## src/rtl/tvs_monitor_pkg.sv

```systemverilog
// Shared types and constants for the TVS monitor.
// Register offsets, channel encodings, reset values, stats helper.
package tvs_monitor_pkg;

  localparam int NUM_CH = 4;

  typedef enum logic [1:0] {
    CH_1V0  = 2'd0,
    CH_1V8  = 2'd1,
    CH_2V5  = 2'd2,
    CH_TEMP = 2'd3
  } tvs_ch_e;

  localparam logic [3:0] REG_CTRL   = 4'd0;
  localparam logic [3:0] REG_STATUS = 4'd1;
  localparam logic [3:0] REG_LAST0  = 4'd2;
  localparam logic [3:0] REG_LAST3  = 4'd5;
  localparam logic [3:0] REG_MIN0   = 4'd6;
  localparam logic [3:0] REG_MIN3   = 4'd9;
  localparam logic [3:0] REG_MAX0   = 4'd10;
  localparam logic [3:0] REG_MAX3   = 4'd13;
  localparam logic [3:0] REG_CNT    = 4'd14;

  localparam logic [15:0] MIN_RST = 16'hFFFF;
  localparam logic [15:0] MAX_RST = 16'h0000;
  localparam logic [3:0]  EN_RST  = 4'hF;

  typedef enum logic {
    CLR_IDLE  = 1'b0,
    CLR_PULSE = 1'b1
  } clr_state_e;

  typedef struct packed {
    logic [15:0] last;
    logic [15:0] min;
    logic [15:0] max;
  } ch_stats_t;

  localparam ch_stats_t STATS_RST_VAL = '{
    last: 16'h0000,
    min:  MIN_RST,
    max:  MAX_RST
  };

  function automatic ch_stats_t stats_update(
    input ch_stats_t   s,
    input logic [15:0] v
  );
    ch_stats_t r;
    r.last = v;
    r.min  = (v < s.min) ? v : s.min;
    r.max  = (v > s.max) ? v : s.max;
    return r;
  endfunction

endpackage

```

## src/rtl/tvs_monitor_sync_edge.sv

```systemverilog
// Multi-stage synchronizer with level and rising-edge outputs.
// Ports: clk, rst_n, d (async in), level (synced), rise (1-cycle).
module tvs_sync_edge #(
  parameter int STAGES = 2
) (
  input  logic clk,
  input  logic rst_n,
  input  logic d,
  output logic level,
  output logic rise
);

  logic [STAGES-1:0] chain;
  logic              level_d;

  always_ff @(posedge clk or negedge rst_n) begin
    if (!rst_n) begin
      chain   <= '0;
      level_d <= 1'b0;
    end else begin
      chain[0] <= d;
      for (int i = 1; i < STAGES; i++) begin
        chain[i] <= chain[i-1];
      end
      level_d <= chain[STAGES-1];
    end
  end

  assign level = chain[STAGES-1];
  assign rise  = level & ~level_d;

endmodule

```

## src/rtl/tvs_monitor.sv

```systemverilog
// APB-mapped consumer of the TVS hard block: per-channel stats,
// sample counter, sticky alarms, enables and alarm-clear pulses.
module tvs_monitor
  import tvs_monitor_pkg::*;
#(
  parameter int SYNC_STAGES      = 2,
  parameter int CLR_PULSE_CYCLES = 16
) (
  input  logic        PCLK,
  input  logic        PRESETN,
  input  logic        PSEL,
  input  logic        PENABLE,
  input  logic        PWRITE,
  input  logic [5:0]  PADDR,
  input  logic [31:0] PWDATA,
  output logic [31:0] PRDATA,
  output logic        PREADY,
  output logic        PSLVERR,
  input  logic [15:0] TVS_VALUE,
  input  logic [1:0]  TVS_CHANNEL,
  input  logic        TVS_VALID,
  input  logic        TVS_ACTIVE,
  input  logic        TVS_TEMP_HIGH,
  input  logic        TVS_TEMP_LOW,
  output logic [3:0]  TVS_EN,
  output logic        TVS_TEMP_HIGH_CLEAR,
  output logic        TVS_TEMP_LOW_CLEAR
);

  localparam int CW =
    (CLR_PULSE_CYCLES > 1) ? $clog2(CLR_PULSE_CYCLES) : 1;
  localparam logic [CW-1:0] CNT_LOAD =
    CW'(CLR_PULSE_CYCLES - 1);

  logic valid_lvl, valid_rise;
  logic high_lvl, high_rise;
  logic low_lvl, low_rise;
  logic active_lvl, active_rise;

  tvs_sync_edge #(.STAGES(SYNC_STAGES)) u_sync_valid (
    .clk   (PCLK),
    .rst_n (PRESETN),
    .d     (TVS_VALID),
    .level (valid_lvl),
    .rise  (valid_rise)
  );

  tvs_sync_edge #(.STAGES(SYNC_STAGES)) u_sync_high (
    .clk   (PCLK),
    .rst_n (PRESETN),
    .d     (TVS_TEMP_HIGH),
    .level (high_lvl),
    .rise  (high_rise)
  );

  tvs_sync_edge #(.STAGES(SYNC_STAGES)) u_sync_low (
    .clk   (PCLK),
    .rst_n (PRESETN),
    .d     (TVS_TEMP_LOW),
    .level (low_lvl),
    .rise  (low_rise)
  );

  tvs_sync_edge #(.STAGES(SYNC_STAGES)) u_sync_active (
    .clk   (PCLK),
    .rst_n (PRESETN),
    .d     (TVS_ACTIVE),
    .level (active_lvl),
    .rise  (active_rise)
  );

  logic sig_unused;
  assign sig_unused = ^{PADDR[1:0], PWDATA[31:5],
                        valid_lvl, high_lvl, low_lvl,
                        active_rise};

  // APB decode
  logic [3:0] idx;
  logic       wr_en;
  logic       ctrl_wr;
  logic       status_wr;
  logic       stats_rst;
  logic [1:0] w1c;

  assign PREADY    = 1'b1;
  assign PSLVERR   = 1'b0;
  assign idx       = PADDR[5:2];
  assign wr_en     = PSEL & PENABLE & PWRITE;
  assign ctrl_wr   = wr_en && (idx == REG_CTRL);
  assign status_wr = wr_en && (idx == REG_STATUS);
  assign stats_rst = ctrl_wr & PWDATA[4];
  assign w1c[0]    = status_wr & PWDATA[1];
  assign w1c[1]    = status_wr & PWDATA[2];

  // Enables
  logic [3:0] en_q;

  always_ff @(posedge PCLK or negedge PRESETN) begin
    if (!PRESETN) begin
      en_q <= EN_RST;
    end else if (ctrl_wr) begin
      en_q <= PWDATA[3:0];
    end
  end

  assign TVS_EN = en_q;

  // Sticky alarms: a same-cycle set beats the W1C.
  logic high_q, low_q;

  always_ff @(posedge PCLK or negedge PRESETN) begin
    if (!PRESETN) begin
      high_q <= 1'b0;
      low_q  <= 1'b0;
    end else begin
      high_q <= high_rise | (high_q & ~w1c[0]);
      low_q  <= low_rise  | (low_q  & ~w1c[1]);
    end
  end

  // Stats and sample counter
  ch_stats_t   stats_q [NUM_CH];
  ch_stats_t   stats_d [NUM_CH];
  logic [31:0] cnt_q;

  // A capture coinciding with STATS_RST seeds that channel
  // from the reset value, so MIN=MAX=new sample.
  always_comb begin
    for (int i = 0; i < NUM_CH; i++) begin
      ch_stats_t base;
      base = stats_rst ? STATS_RST_VAL : stats_q[i];
      stats_d[i] = base;
      if (valid_rise && (TVS_CHANNEL == 2'(i))) begin
        stats_d[i] = stats_update(base, TVS_VALUE);
      end
    end
  end

  always_ff @(posedge PCLK or negedge PRESETN) begin
    if (!PRESETN) begin
      for (int i = 0; i < NUM_CH; i++) begin
        stats_q[i] <= STATS_RST_VAL;
      end
      cnt_q <= '0;
    end else begin
      for (int i = 0; i < NUM_CH; i++) begin
        stats_q[i] <= stats_d[i];
      end
      if (valid_rise) begin
        cnt_q <= cnt_q + 32'd1;
      end
    end
  end

  // Read mux, registered in the setup phase so PRDATA is
  // stable throughout the access phase.
  logic [31:0] rdata;
  logic [1:0]  ch_sel;

  // LAST/MIN/MAX blocks start at offsets 2, 6, 10: all are
  // 2 mod 4, so the channel is idx[1:0]-2 in every block.
  assign ch_sel = idx[1:0] - 2'd2;

  always_comb begin
    rdata = '0;
    unique case (1'b1)
      (idx == REG_CTRL):
        rdata = {28'd0, en_q};
      (idx == REG_STATUS):
        rdata = {29'd0, low_q, high_q, active_lvl};
      (idx >= REG_LAST0 && idx <= REG_LAST3):
        rdata = {16'd0, stats_q[ch_sel].last};
      (idx >= REG_MIN0 && idx <= REG_MIN3):
        rdata = {16'd0, stats_q[ch_sel].min};
      (idx >= REG_MAX0 && idx <= REG_MAX3):
        rdata = {16'd0, stats_q[ch_sel].max};
      (idx == REG_CNT):
        rdata = cnt_q;
      default:
        rdata = '0;
    endcase
  end

  always_ff @(posedge PCLK or negedge PRESETN) begin
    if (!PRESETN) begin
      PRDATA <= '0;
    end else if (PSEL && !PENABLE && !PWRITE) begin
      PRDATA <= rdata;
    end
  end

  // Clear-pulse FSMs: [0]=TEMP_HIGH, [1]=TEMP_LOW
  logic [1:0] clr_out;

  for (genvar g = 0; g < 2; g++) begin : g_clr
    clr_state_e    st_q, st_d;
    logic [CW-1:0] cnt_q_l, cnt_d_l;
    logic          pulse;

    always_ff @(posedge PCLK or negedge PRESETN) begin
      if (!PRESETN) begin
        st_q    <= CLR_IDLE;
        cnt_q_l <= '0;
      end else begin
        st_q    <= st_d;
        cnt_q_l <= cnt_d_l;
      end
    end

    always_comb begin
      st_d    = st_q;
      cnt_d_l = cnt_q_l;
      unique case (st_q)
        CLR_IDLE: begin
          if (w1c[g]) begin
            st_d    = CLR_PULSE;
            cnt_d_l = CNT_LOAD;
          end
        end
        CLR_PULSE: begin
          if (w1c[g]) begin
            cnt_d_l = CNT_LOAD;
          end else if (cnt_q_l == '0) begin
            st_d = CLR_IDLE;
          end else begin
            cnt_d_l = cnt_q_l - 1'b1;
          end
        end
        default: st_d = CLR_IDLE;
      endcase
    end

    always_comb begin
      pulse = (st_q == CLR_PULSE);
    end

    assign clr_out[g] = pulse;
  end

  assign TVS_TEMP_HIGH_CLEAR = clr_out[0];
  assign TVS_TEMP_LOW_CLEAR  = clr_out[1];

endmodule

```

## config.mk

```make
export PLATFORM = sky130hd
export DESIGN_NAME = tvs_monitor
export DESIGN_NICKNAME = d
export VERILOG_FILES = /design/src/rtl/tvs_monitor_pkg.sv /design/src/rtl/tvs_monitor_sync_edge.sv /design/src/rtl/tvs_monitor.sv
export SDC_FILE = /design/constraint.sdc
export NUM_CORES = 1
export LEC_CHECK = 0
export ABC_AREA = 1
export ABC_CLOCK_PERIOD_IN_PS = 2300
export BUFFER_PORTS_ARGS = -buffer_cell sky130_fd_sc_hd__buf_2
export CORE_MARGIN = 4
export CORE_UTILIZATION = 30
export CTS_BUF_LIST = sky130_fd_sc_hd__clkbuf_8
export DETAILED_ROUTE_END_ITERATION = 10
export PLACE_DENSITY_LB_ADDON = 0.1
export SYNTH_ARGS = -nofsm -noshare
export SYNTH_HDL_FRONTEND = slang
export SYNTH_SLANG_ARGS = --single-unit
export TNS_END_PERCENT = 10
```

## constraint.sdc

```tcl
create_clock -name PCLK -period 2.3 [get_ports PCLK]
set_clock_uncertainty 0.05 [all_clocks]
set_input_delay 0.46 -clock PCLK [delete_from_list [all_inputs] [get_ports PCLK]]
set_output_delay 0.46 -clock PCLK [all_outputs]
set_load 0.02 [all_outputs]
```

==> results.md, run 1 <==
- Status: finished clean
- Hold Slack: 0.1583 ns
- Die ar.: 58620 sq um
- Die width: 242.1 microns
- DR vias: 15.36k
- Mux contribution to synthesized area: 0
- Dpl hpwl: 44790 microns
- First-pass DRT Iterations: 5
- First-pass GRT wire length: 93260 microns
- GRT Resource Usage Total: 0.2036
- DRT antenna net count: 0
- Max Freq: 0.4462 GHz
- Wire per inst: 19.38 microns
- CTS Buffer Depth: 3
- Crit path max fanout: 16
- Final setup viols: 0
- Max-Cap Viols: 0
- HP Class: in2reg
- Final TNS setup: 0 ns
- I/O pin count: 105
- Final Wtd Congestion: 0.8614
- Largest family of logic cells by synthesized area: simple AND/OR/NAND/NOR gates
- Slew @ Worst Pin: 0.8061 ns
- Fin util: 0.3978
- Register area share after synthesis: 0.4358
- RSZ-0062 raised after global routing: yes
- Critical-path cell list: buf_2 -> nand2_4 -> nor2_4 -> nand4_4 -> clkinv_4 -> buf_8 -> buf_4 -> nor2_2 -> inv_1 -> ha_1 -> nand4_1 -> nor4_4 -> a21oi_2 -> nand2_4 -> clkbuf_16 -> o21ai_0
- Critical-path top delay cell: ha_1
- Required time of the critical path: 2.78 ns
- H-tree levels: 2
- Core area: 54030 sq um
- Starting Density: 0.3044
- Post-synthesis compound-gate area fraction: 0.1465
- Yosys cell types: 44
- Buffer and inverter count on the worst path: 6
- Fraction of layout cells with a size suffix above 1: 0.2370
- 1st-iter DRT viols: 1002
- FFs w/ async S/R, synth: 1.000
- Clock transition at the registers of the reported paths: 0.06 ns
- Pre-CTS setup slack: -0.8431 ns
- Vias per cell: 4.877
- Post-synthesis net count: 2283
- CP dominant cell by count: nand2_4
- Initial antenna violation count: 6
- VDD IR max: 490.0 uV
- Final hold vios: 0
- Worst Path Class, Setup: in2reg
- Power per Cell Area: 1025 nW/um^2
- Setup crit end kind: register
- Final min period: 2.241 ns
- Primary FF master, synth: dfrtp_1
- Largest net degree at the start of global routing: 58
- Total gr overflow: 0
- Setup WS post-layout: 0.05897 ns
- Top cell type's share of synthesized area: 0.3272
- Die Y-Extent: 242.1 microns
- Warnings from Yosys: 0
- Clock Latency Late Sink: 0.67 ns
- Syn Area/Cell: 7.872 sq um
- CP arrival: 2.72 ns
- Synth area leaders: dfrtp_1, dfstp_2, nand2_1, ha_1, inv_1
- Synth Area in Adders: 0.09815
- Post-Synth XOR/XNOR Area: 0.01491
- Nets: 2599
- Final Cycle Share: 0.9744
- # rows: 85
- Startpoint types: input port
- Area Overhead vs Synth: 30.71%
- CTS root buffer: clkbuf_8
- Post-synth EDFFs: 0
- Routed wire length: 61020 microns
- Worst slew margin: 0.4585
- Crit path max-delay family: simple AND/OR/NAND/NOR gates
- Buffers on Ports: 73
- CTS tree: built
- #FFs+latches synth: 283
- Post-synth top area cell: dfrtp_1
- Total power: 22.02 mW
- CTS Buf Count: 55
- Slew Limit Fails: 0
- Worst path max stage delay: 0.32 ns
- Leak: 11.31 nW
- Post-Synth Simple-Gate Area: 0.2036
- Mapped cell area: 16440 sq um
- Clock sink total: 283
- Drc violations: 0
- FILL cells: 5637
- Cells after synthesis: 2089
- Via count of the first global-routing pass: 15.66k
==> sequential cells by signal, summed over array words and instances (netlist names) <==
| name | count |
|---|---|
| PRDATA | 32 |
| TVS_EN | 4 |
| TVS_TEMP_HIGH_CLEAR | 1 |
| TVS_TEMP_LOW_CLEAR | 1 |
| cnt_q | 32 |
| g_clr.cnt_q_l | 8 |
| high_q | 1 |
| low_q | 1 |
| stats_q | 192 |
| u_sync_active.chain | 2 |
| u_sync_high.chain | 2 |
| u_sync_high.level_d | 1 |
| u_sync_low.chain | 2 |
| u_sync_low.level_d | 1 |
| u_sync_valid.chain | 2 |
| u_sync_valid.level_d | 1 |
==> layer usage <==
layer	vias up	wire [microns]	share of wire	track usage
met5	-	0	0	0
li1	7502	-	-	-
met2	366	28810	0.47	0.3404
met4	0	1554	0.025	0.06181
met1	7389	28040	0.46	0.2749
met3	100	2616	0.043	0.02800
==> power by group <==
part	switching [mW]	internal, mW
logic	5.29	3.94
registers	0.773	6.96
clock network	2.40	2.65
==> cell usage after synthesis (all sizes together) (4+ instances only) <==
cell type,instances
nor4,10
xnor2,12
ha,129
buf,28
nor3,21
inv,336
o211ai,5
nand3,99
clkbuf,56
o2111ai,8
xor2,16
nand4,26
o21ai,183
a211oi,4
a22oi,12
a21oi,104
o22ai,99
o221ai,4
dfstp,68
nand2,452
a31oi,5
dfrtp,215
nor2,182
==> final cells by class <==
cell class	instances	area (sq um)	share of cell area
Multi-Input combinational cell	1384	8093	0.3765
Sequential cell	283	7167	0.3334
Timing Repair Buffer	343	3002	0.1396
Inverter	338	1274	0.05926
Clock buffer	64	880.8	0.04098
Tap cell	696	870.8	0.04051
Clock inverter	39	202.7	0.009430
Antenna cell	2	5.005	0.0002328
==> per-stage QoR <==
step / cell area (sq um) / cells
2_1_floorplan: 16780 / 2089
3_3_place_gp: 19750 / 3025
3_5_place_dp: 19750 / 3025
4_1_cts: 20950 / 3137
5_1_grt: 21490 / 3149
6_report: 21490 / 3149
==> cell usage in the layout, fill, tap and decap left out, types with 14 or more instances in the layout <==
cell type and n:
inv_1 360, nand3_1 98, nand2_1 431, o21ai_0 161, ha_1 122, a21oi_1 93, buf_12 37, nor2_2 21
buf_4 214, nand4_1 25, xor2_1 16, o22ai_1 99, nor2_1 148, clkbuf_8 64, dfstp_2 68, nor3_1 14
o21ai_1 15, dfrtp_1 215, buf_2 72
==> worst reg2reg max path: stages, from the launching register on <==
cell       delay, ns
dfrtp_1         0.33
inv_1           0.07
nor2_1          0.15
inv_1           0.06
ha_1            0.30
a21oi_1         0.19
o21ai_2         0.08
a21boi_1        0.18
o21ai_2         0.09
nand3_1         0.07
nand2_1         0.08
nand2_4         0.13
clkbuf_16       0.18
o21ai_0         0.08
==> what timing repair did <==
action,4_1_cts,5_1_grt
hold buffers,9,0
hold endpoints to repair,47,0
buffers inserted,0,5
pin swaps,0,31
resized for setup,6,96
cloned,0,5
endpoints found under the setup margin,63,128
==> final timing paths <==
| path | from | to | slack, ns | cells past startpoint |
|---|---|---|---|---|
| worst max register to register | stats_q[99] | stats_q[111] | 0.13 | 13 |
| min in group asynchronous | PRESETN | g_clr[0].cnt_q_l[0] | 0.27 | 2 |
| max in group asynchronous | PRESETN | stats_q[124] | 1.15 | 3 |
| worst min register to register | u_sync_valid.chain[0] | u_sync_valid.chain[1] | 0.30 | 0 |
| worst min-delay path | TVS_VALUE[14] | stats_q[174] | 0.16 | 4 |
| worst max-delay path | PSEL | stats_q[111] | 0.06 | 16 |
==> kinds of logic after synthesis <==
| family | Yosys count |
|---|---|
| simple gates | 793 |
| compound gates | 432 |
| buf+inv | 422 |
| flops | 283 |
| fa+ha+maj | 129 |
| xor+xnor | 28 |
| other cells | 2 |
Power figures use the tool's default switching activity.
==> run 2: changes to the inputs <==
--- a/config.mk
+++ b/config.mk
@@ -5,7 +5,6 @@
 export SDC_FILE = /design/constraint.sdc
 export NUM_CORES = 1
 export LEC_CHECK = 0
-export ABC_AREA = 1
 export ABC_CLOCK_PERIOD_IN_PS = 2300
 export BUFFER_PORTS_ARGS = -buffer_cell sky130_fd_sc_hd__buf_2
 export CORE_MARGIN = 4
==> results.md, run 2 <==
- Final setup viols: 128 (was 0)
- Syn Area/Cell: 11.43 sq um (was 7.872 sq um)
- CTS Buffer Depth: 3 (unchanged)
- Total gr overflow: 0 (unchanged)
- RSZ-0062 raised after global routing: yes (unchanged)
- P_int: 14.20 mW (was 13.55 mW)
- CP dominant cell by count: buf_4 (was nand2_4)
- Die ar.: 55250 sq um (was 58620 sq um)
- Power per Cell Area: 1052 nW/um^2 (was 1025 nW/um^2)
- Final TNS setup: -36.77 ns (was 0 ns)
- HP Class: in2async (was in2reg)
- Critical R2R Launch: stats_q[62] (was stats_q[99])
- Fraction of layout cells with a size suffix above 1: 0.3948 (was 0.2370)
- Slew @ Worst Pin: 0.9022 ns (was 0.8061 ns)
- CP arrival: 3.17 ns (was 2.72 ns)
- Startpoint types: input port (unchanged)
- Switching Fraction: 0.3571 (was 0.3846)
- Nets: 1876 (was 2599)
- Leak: 9.588 nW (was 11.31 nW)
- Most common cell after layout, fill and taps aside: dfrtp_1 (was nand2_1)
- Most frequent cells in the layout: dfrtp_1, buf_4, nand2_1 (was nand2_1, inv_1, dfrtp_1)
- Flop pwr share: 0.370 (was 0.351)
- Finished Layout Cells: 2392 (was 3149)
- Final min period: 2.725 ns (was 2.241 ns)
- Switching Power: 7.886 mW (was 8.470 mW)
- CTS tree: built (unchanged)
- Critical-path cell list: buf_8 -> nor4_4 -> buf_4 -> nand3_4 -> clkbuf_16 -> nand2_4 -> ha_4 -> a21oi_2 -> buf_4 -> a21oi_2 -> a2111oi_4 -> a2111oi_4 -> buf_4 -> buf_12 -> mux2i_2 (was buf_2 -> nand2_4 -> nor2_4 -> nand4_4 -> clkinv_4 -> buf_8 -> buf_4 -> nor2_2 -> inv_1 -> ha_1 -> nand4_1 -> nor4_4 -> a21oi_2 -> nand2_4 -> clkbuf_16 -> o21ai_0)
- Largest register FFs: 192 (unchanged)
- Reg2reg setup slack: -0.16 ns (was 0.13 ns)
- First-pass DRT Iterations: 5 (unchanged)
- Post-synthesis net count: 1547 (was 2283)
- Synth area leaders: dfrtp_1, dfstp_2, ha_1, mux2i_1, mux4_2 (was dfrtp_1, dfstp_2, nand2_1, ha_1, inv_1)
- DRT antenna net count: 0 (unchanged)
- Status: finished, violations left (was finished clean)
- Setup crit end kind: register (unchanged)
- Final Cycle Share: 1.185 (was 0.9744)
- Crit. Startpoint: PADDR[2] (was PSEL)
- Buffers on Ports: 73 (unchanged)
- Top cell type's share of synthesized area: 0.3479 (was 0.3272)
- Logic pwr share: 0.411 (was 0.419)
- Wire per inst: 22.13 microns (was 19.38 microns)
- Die width: 235.0 microns (was 242.1 microns)
- Area Overhead vs Synth: 35.72% (was 30.71%)
- First-pass GRT wire length: 79710 microns (was 93260 microns)
- Post-synth top area cell: dfrtp_1 (unchanged)
- GRT Resource Usage Total: 0.1848 (was 0.2036)
- Drc violations: 0 (unchanged)
- Final hold vios: 0 (unchanged)
- Largest net degree at the start of global routing: 70 (was 58)
- #FFs+latches synth: 283 (unchanged)
- Ant diodes: 0 (was 2)
- CTS root buffer: clkbuf_8 (unchanged)
- Initial antenna violation count: 2 (was 6)
- Critical-path top delay cell: a2111oi_4 (was ha_1)
- Yosys cell types: 59 (was 44)
- H-tree levels: 2 (unchanged)
- FFs w/ async S/R, synth: 1.000 (unchanged)
- 1st-iter DRT viols: 582 (was 1002)
- Max-Cap Viols: 0 (unchanged)
- # rows: 82 (was 85)
- Register area share after synthesis: 0.4634 (was 0.4358)
- Clock Latency Late Sink: 0.64 ns (was 0.67 ns)
- Sequential Area: 7167 sq um (unchanged)
- Die Y-Extent: 235.0 microns (was 242.1 microns)
- Buffer and inverter count on the worst path: 6 (unchanged)
- Area of the multi-input gates: 8788 sq um (was 8093 sq um)
- Clock share of power: 0.219 (was 0.230)
- Warnings from Yosys: 0 (unchanged)
- Final Wtd Congestion: 0.8461 (was 0.8614)
- Clock transition at the registers of the reported paths: 0.06 ns (about the same)
- Total power: 22.08 mW (was 22.02 mW)
- DR vias: 12.16k (was 15.36k)
- I/O pin count: 105 (unchanged)
- CTS Buf Count: 53 (was 55)
- FILL cells: 4816 (was 5637)
- Via count of the first global-routing pass: 12.94k (was 15.66k)
- Core area: 50580 sq um (was 54030 sq um)
- Post-synth EDFFs: 0 (unchanged)
- Setup WS post-layout: -0.4245 ns (was 0.05897 ns)
- Worst path max stage delay: 0.48 ns (was 0.32 ns)
- Fin util: 0.4150 (was 0.3978)
- Largest regs: stats_q (192), PRDATA (32), cnt_q (32) (unchanged)
- Primary FF master, synth: dfrtp_1 (unchanged)
- Crit path max fanout: 7 (was 16)
- Required time of the critical path: 2.75 ns (was 2.78 ns)
- Failing checks: negative setup slack
- Inst Count DP: 2249 (was 3025)
- Crit path max-delay family: buffers and inverters (was simple AND/OR/NAND/NOR gates)
- Vias per cell: 5.082 (was 4.877)
- VDD IR max: 446.8 uV (was 490.0 uV)
- Largest Register: stats_q (unchanged)
- Slew Limit Fails: 0 (unchanged)
- Routed wire length: 52930 microns (was 61020 microns)
- Clock sink total: 283 (unchanged)
- Leading cell types by count after synthesis: dfrtp_1, nand2_1, ha_1, mux2i_1, nor2_1 (was nand2_1, inv_1, dfrtp_1, o21ai_0, nor2_1)
- Cells after synthesis: 1353 (was 2089)
- Worst Path Class, Setup: in2reg (unchanged)
- Max Freq: 0.3670 GHz (was 0.4462 GHz)
- Worst slew margin: 0.3985 (was 0.4585)
- Most numerous cell in the Yosys netlist: dfrtp_1 (was nand2_1)
- Pre-CTS setup slack: -1.134 ns (was -0.8431 ns)
- Mapped cell area: 15460 sq um (was 16440 sq um)
- Dpl hpwl: 36390 microns (was 44790 microns)
- Starting Density: 0.3057 (was 0.3044)
-- run 2: area by class of cell --
type	count	share of cell area
flip-flops and latches	283	0.3415
well taps	672	0.04006
inverters	32	0.005723
clock buffers	63	0.04131
repair buffers	341	0.1452
clock inverters	30	0.007511
multi-input cells	971	0.4187
-- run 2: stage by stage --
stage,area [sq um],hold WS (ns)
finish,20990,0.2476
global route,20990,0.2405
CTS,20170,0.2020
detailed placement,18360,0.2847
global placement,18360,0.2834
floorplan,15650,0.1144
-- run 2: worst paths after layout --
kind | to | cells after the start
hold / removal | g_clr[0].cnt_q_l[2] | 2
max in group asynchronous | cnt_q[12] | 3
setup / recovery | stats_q[55] | 15
min in group PCLK | stats_q[80] | 3
setup reg to reg | stats_q[55] | 9
hold reg to reg | u_sync_high.chain[1] | 0
-- run 2: cells by family (layout without fill, tap and decap cells) --
logic type | after synthesis | after routing | share of synthesized area
simple gates | 377 | 377 | 0.1084
mux | 183 | 183 | 0.1580
flops | 283 | 283 | 0.4634
compound gates | 244 | 244 | 0.1163
buf+inv | 99 | 466 | 0.02864
fa+ha+maj | 129 | 129 | 0.1044
other cells | 2 | 2 | 0.0004856
xor+xnor | 36 | 36 | 0.02039
-- run 2: per-layer routing --
| layer | vias up | share of wire | track usage |
|---|---|---|---|
| met5 | - | 0.00019 | 0 |
| met4 | 2 | 0.025 | 0.05299 |
| met3 | 78 | 0.042 | 0.03506 |
| met2 | 215 | 0.48 | 0.3010 |
| met1 | 6191 | 0.46 | 0.2523 |
| li1 | 5669 | - | - |
-- run 2: power groups by stage --
stage | logic, mW | registers, mW | clock network [mW]
detailed placement | 7.99 | 8.05 | 0
floorplan | 4.69 | 7.79 | 0
global placement | 7.85 | 8.06 | 0
CTS | 8.37 | 8.05 | 5.04
finish | 9.07 | 8.17 | 4.84
global route | 10.0 | 8.35 | 5.24
-- run 2: timing repair --
action | CTS | global route
setup buffers | 19 | 11
pin swaps | 26 | 48
hold buffers | 9 | 0
gates resized for setup | 84 | 123
setup endpoints to repair | 133 | 130
cloned | 8 | 5
endpoints found under the hold margin | 58 | 0
==> run 3: changes to the inputs <==
--- a/config.mk
+++ b/config.mk
@@ -6,11 +6,11 @@
 export NUM_CORES = 1
 export LEC_CHECK = 0
 export ABC_CLOCK_PERIOD_IN_PS = 2300
-export BUFFER_PORTS_ARGS = -buffer_cell sky130_fd_sc_hd__buf_2
 export CORE_MARGIN = 4
 export CORE_UTILIZATION = 30
 export CTS_BUF_LIST = sky130_fd_sc_hd__clkbuf_8
 export DETAILED_ROUTE_END_ITERATION = 10
+export DONT_BUFFER_PORTS = 1
 export PLACE_DENSITY_LB_ADDON = 0.1
 export SYNTH_ARGS = -nofsm -noshare
 export SYNTH_HDL_FRONTEND = slang
==> results.md, run 3 (same netlist as run 2, synthesis figures left out) <==
- Hold-fix buffers, CTS: 25 (was 9)
- GRT Resource Usage Total: 0.1745 (was 0.1848)
- Max-Cap Viols: 0 (unchanged)
- Met3 GRT Util: 0.02967 (was 0.03506)
- First-pass DRT Iterations: 7 (was 5)
- CTS tree: built (unchanged)
- Leak: 8.890 nW (was 9.588 nW)
- CP arrival: 3.02 ns (was 3.17 ns)
- Largest regs: stats_q (192), PRDATA (32), cnt_q (32) (unchanged)
- Worst slew margin: 0.3231 (was 0.3985)
- Setup crit end kind: register (unchanged)
- Finished Layout Cells: 2255 (was 2392)
- Worst path max stage delay: 0.31 ns (was 0.48 ns)
- Largest register FFs: 192 (unchanged)
- Clock transition at the registers of the reported paths: 0.05 ns (was 0.06 ns)
- VDD IR max: 480.6 uV (was 446.8 uV)
- Inst Count DP: 2105 (was 2249)
- Critical Path Stages: 14 (was 15)
- Ant diodes: 0 (unchanged)
- Critical-path cell list: nor4_4 -> and3_4 -> buf_6 -> clkbuf_16 -> buf_4 -> nor2_1 -> ha_1 -> nand2_1 -> nor2_1 -> a211oi_2 -> o2111ai_1 -> a21oi_4 -> buf_12 -> mux2i_2 (was buf_8 -> nor4_4 -> buf_4 -> nand3_4 -> clkbuf_16 -> nand2_4 -> ha_4 -> a21oi_2 -> buf_4 -> a21oi_2 -> a2111oi_4 -> a2111oi_4 -> buf_4 -> buf_12 -> mux2i_2)
- 1st-iter DRT viols: 645 (was 582)
- HP Class: in2async (unchanged)
- Hold Slack: -0.5177 ns (was 0.2476 ns)
- Required time of the critical path: 2.79 ns (was 2.75 ns)
- Final Cycle Share: 1.096 (was 1.185)
- Setup WS post-layout: -0.2216 ns (was -0.4245 ns)
- FILL cells: 4977 (was 4816)
- Worst Path Class, Setup: in2reg (unchanged)
- Crit path max fanout: 55 (was 7)
- Die width: 235.0 microns (unchanged)
- Starting Density: 0.3057 (unchanged)
- DRT antenna net count: 0 (unchanged)
- DR vias: 11.60k (was 12.16k)
- Pre-CTS setup slack: -1.068 ns (was -1.134 ns)
- Clock Latency Late Sink: 0.64 ns (about the same)
- Total power: 21.67 mW (was 22.08 mW)
- CP dominant cell by count: nor2_1 (was buf_4)
- Grt met2 use: 0.2795 (was 0.3010)
- Die ar.: 55250 sq um (unchanged)
- Final setup viols: 128 (unchanged)
- RSZ-0062 raised after global routing: yes (unchanged)
- Met1 Track Usage GR: 0.2452 (was 0.2523)
- Nets: 1738 (was 1876)
- Most used routing layer: met2 (unchanged)
- Largest net degree at the start of global routing: 284 (was 70)
- Buffers on Ports: 0 (was 73)
- Reg2reg setup slack: -0.05 ns (was -0.16 ns)
- Slew Limit Fails: 0 (unchanged)
- CTS Buf Count: 53 (unchanged)
- Final Wtd Congestion: 0.7798 (was 0.8461)
- Total gr overflow: 0 (unchanged)
- Final TNS setup: -18.65 ns (was -36.77 ns)
- H-tree levels: 2 (unchanged)
- Failing checks: negative hold slack, negative setup slack (was negative setup slack)
- Area Overhead vs Synth: 29.94% (was 35.72%)
- Buffer and inverter count on the worst path: 4 (was 6)
- Final min period: 2.522 ns (was 2.725 ns)
- Via count of the first global-routing pass: 12.23k (was 12.94k)
- First-pass GRT wire length: 75480 microns (was 79710 microns)
- Status: finished, violations left (unchanged)
- Wire per inst: 22.63 microns (was 22.13 microns)
- Most common cell after layout, fill and taps aside: dfrtp_1 (unchanged)
- Critical R2R Launch: stats_q[171] (was stats_q[62])
- Fraction of layout cells with a size suffix above 1: 0.3361 (was 0.3948)
- Core area: 50580 sq um (unchanged)
- Most frequent cells in the layout: dfrtp_1, nand2_1, buf_4 (was dfrtp_1, buf_4, nand2_1)
- Critical-path top delay cell: nor4_4 (was a2111oi_4)
- Crit path max-delay family: simple AND/OR/NAND/NOR gates (was buffers and inverters)
- CTS root buffer: clkbuf_8 (unchanged)
- # rows: 82 (unchanged)
- Clock sink total: 283 (unchanged)
- Fin util: 0.3973 (was 0.4150)
- Die Y-Extent: 235.0 microns (unchanged)
- Slew @ Worst Pin: 1.015 ns (was 0.9022 ns)
- Dpl hpwl: 33750 microns (was 36390 microns)
- Routed wire length: 51030 microns (was 52930 microns)
- Drc violations: 0 (unchanged)
- Initial antenna violation count: 0 (was 2)
- Final hold vios: 219 (was 0)
- Largest Register: stats_q (unchanged)
- Startpoint types: input port (unchanged)
- Power per Cell Area: 1078 nW/um^2 (was 1052 nW/um^2)
- CTS Buffer Depth: 3 (unchanged)
- Max Freq: 0.3966 GHz (was 0.3670 GHz)
- Depth of the worst register-to-register path: 9 (unchanged)
- Vias per cell: 5.144 (was 5.082)
- I/O pin count: 105 (unchanged)
- Worst r2r dst: stats_q[171] (was stats_q[55])
[run 3: cell types whose count changed in the layout (fill, tap and decap cells not counted), sizes merged]
cell         before  now
buf             325  166
dlygate4sd3       9   25
clkbuf           69   81
inv              56   53
clkinv            5    3
bufbuf            1    0
[run 3: routing by layer]
layer,vias to the layer above,part of all wire
met2,228,0.48
met4,0,0.022
met1,5881,0.46
li1,5417,-
met3,73,0.040
met5,-,0
[run 3: timing repair]
action | CTS | global route
endpoints found under the setup margin | 128 | 129
buffers inserted | 0 | 21
hold endpoints to repair | 359 | 283
gates cloned | 0 | 12
gates resized for setup | 31 | 149
pin swaps | 13 | 69
[run 3: layout make-up]
type | instances | area [sq um] | area share
Clock buffer | 69 | 949.7 | 0.04726
Clock inverter | 25 | 136.4 | 0.006787
Inverter | 32 | 120.1 | 0.005978
Multi-Input combinational cell | 971 | 8853 | 0.4406
Sequential cell | 283 | 7167 | 0.3567
Tap cell | 672 | 840.8 | 0.04184
Timing Repair Buffer | 203 | 2027 | 0.1009
[run 3: worst reg2reg max path, cell delays in order (launching register included)]
cell and delay, ns:
dfstp_2 0.55, nor2_2 0.05, ha_1 0.30, buf_4 0.16
a21oi_4 0.13, a21oi_4 0.08, nor4bb_2 0.32, and3_4 0.28
clkbuf_16 0.18, mux2i_1 0.19
[run 3: where the power goes]
group	internal [mW]	total, mW	leakage, nW	switching, mW
combinational	4.36	8.27	4.80	3.91
sequential	6.99	8.34	3.45	1.35
clock	2.78	5.06	0.634	2.27
[run 3: stage by stage]
stage                     hold WS [ns]  area (sq um)
final                          -0.5177         20090
after global routing           -0.5676         20090
after CTS                      -0.5847         18860
after detailed placement        0.1234         17380
after global placement          0.1212         17380
after floorplan                 0.1144         15650
[run 3: worst max-delay path by stage]
| stage | start | endpoint | slack [ns] |
|---|---|---|---|
| after floorplan | PADDR[3] | stats_q[54] | -0.88 |
| after global placement | PADDR[3] | stats_q[122] | -1.03 |
| after detailed placement | PADDR[3] | stats_q[114] | -1.07 |
| after CTS | PADDR[3] | stats_q[161] | -0.23 |
| after global routing | PADDR[3] | stats_q[65] | -0.28 |
| final | PADDR[3] | stats_q[65] | -0.22 |
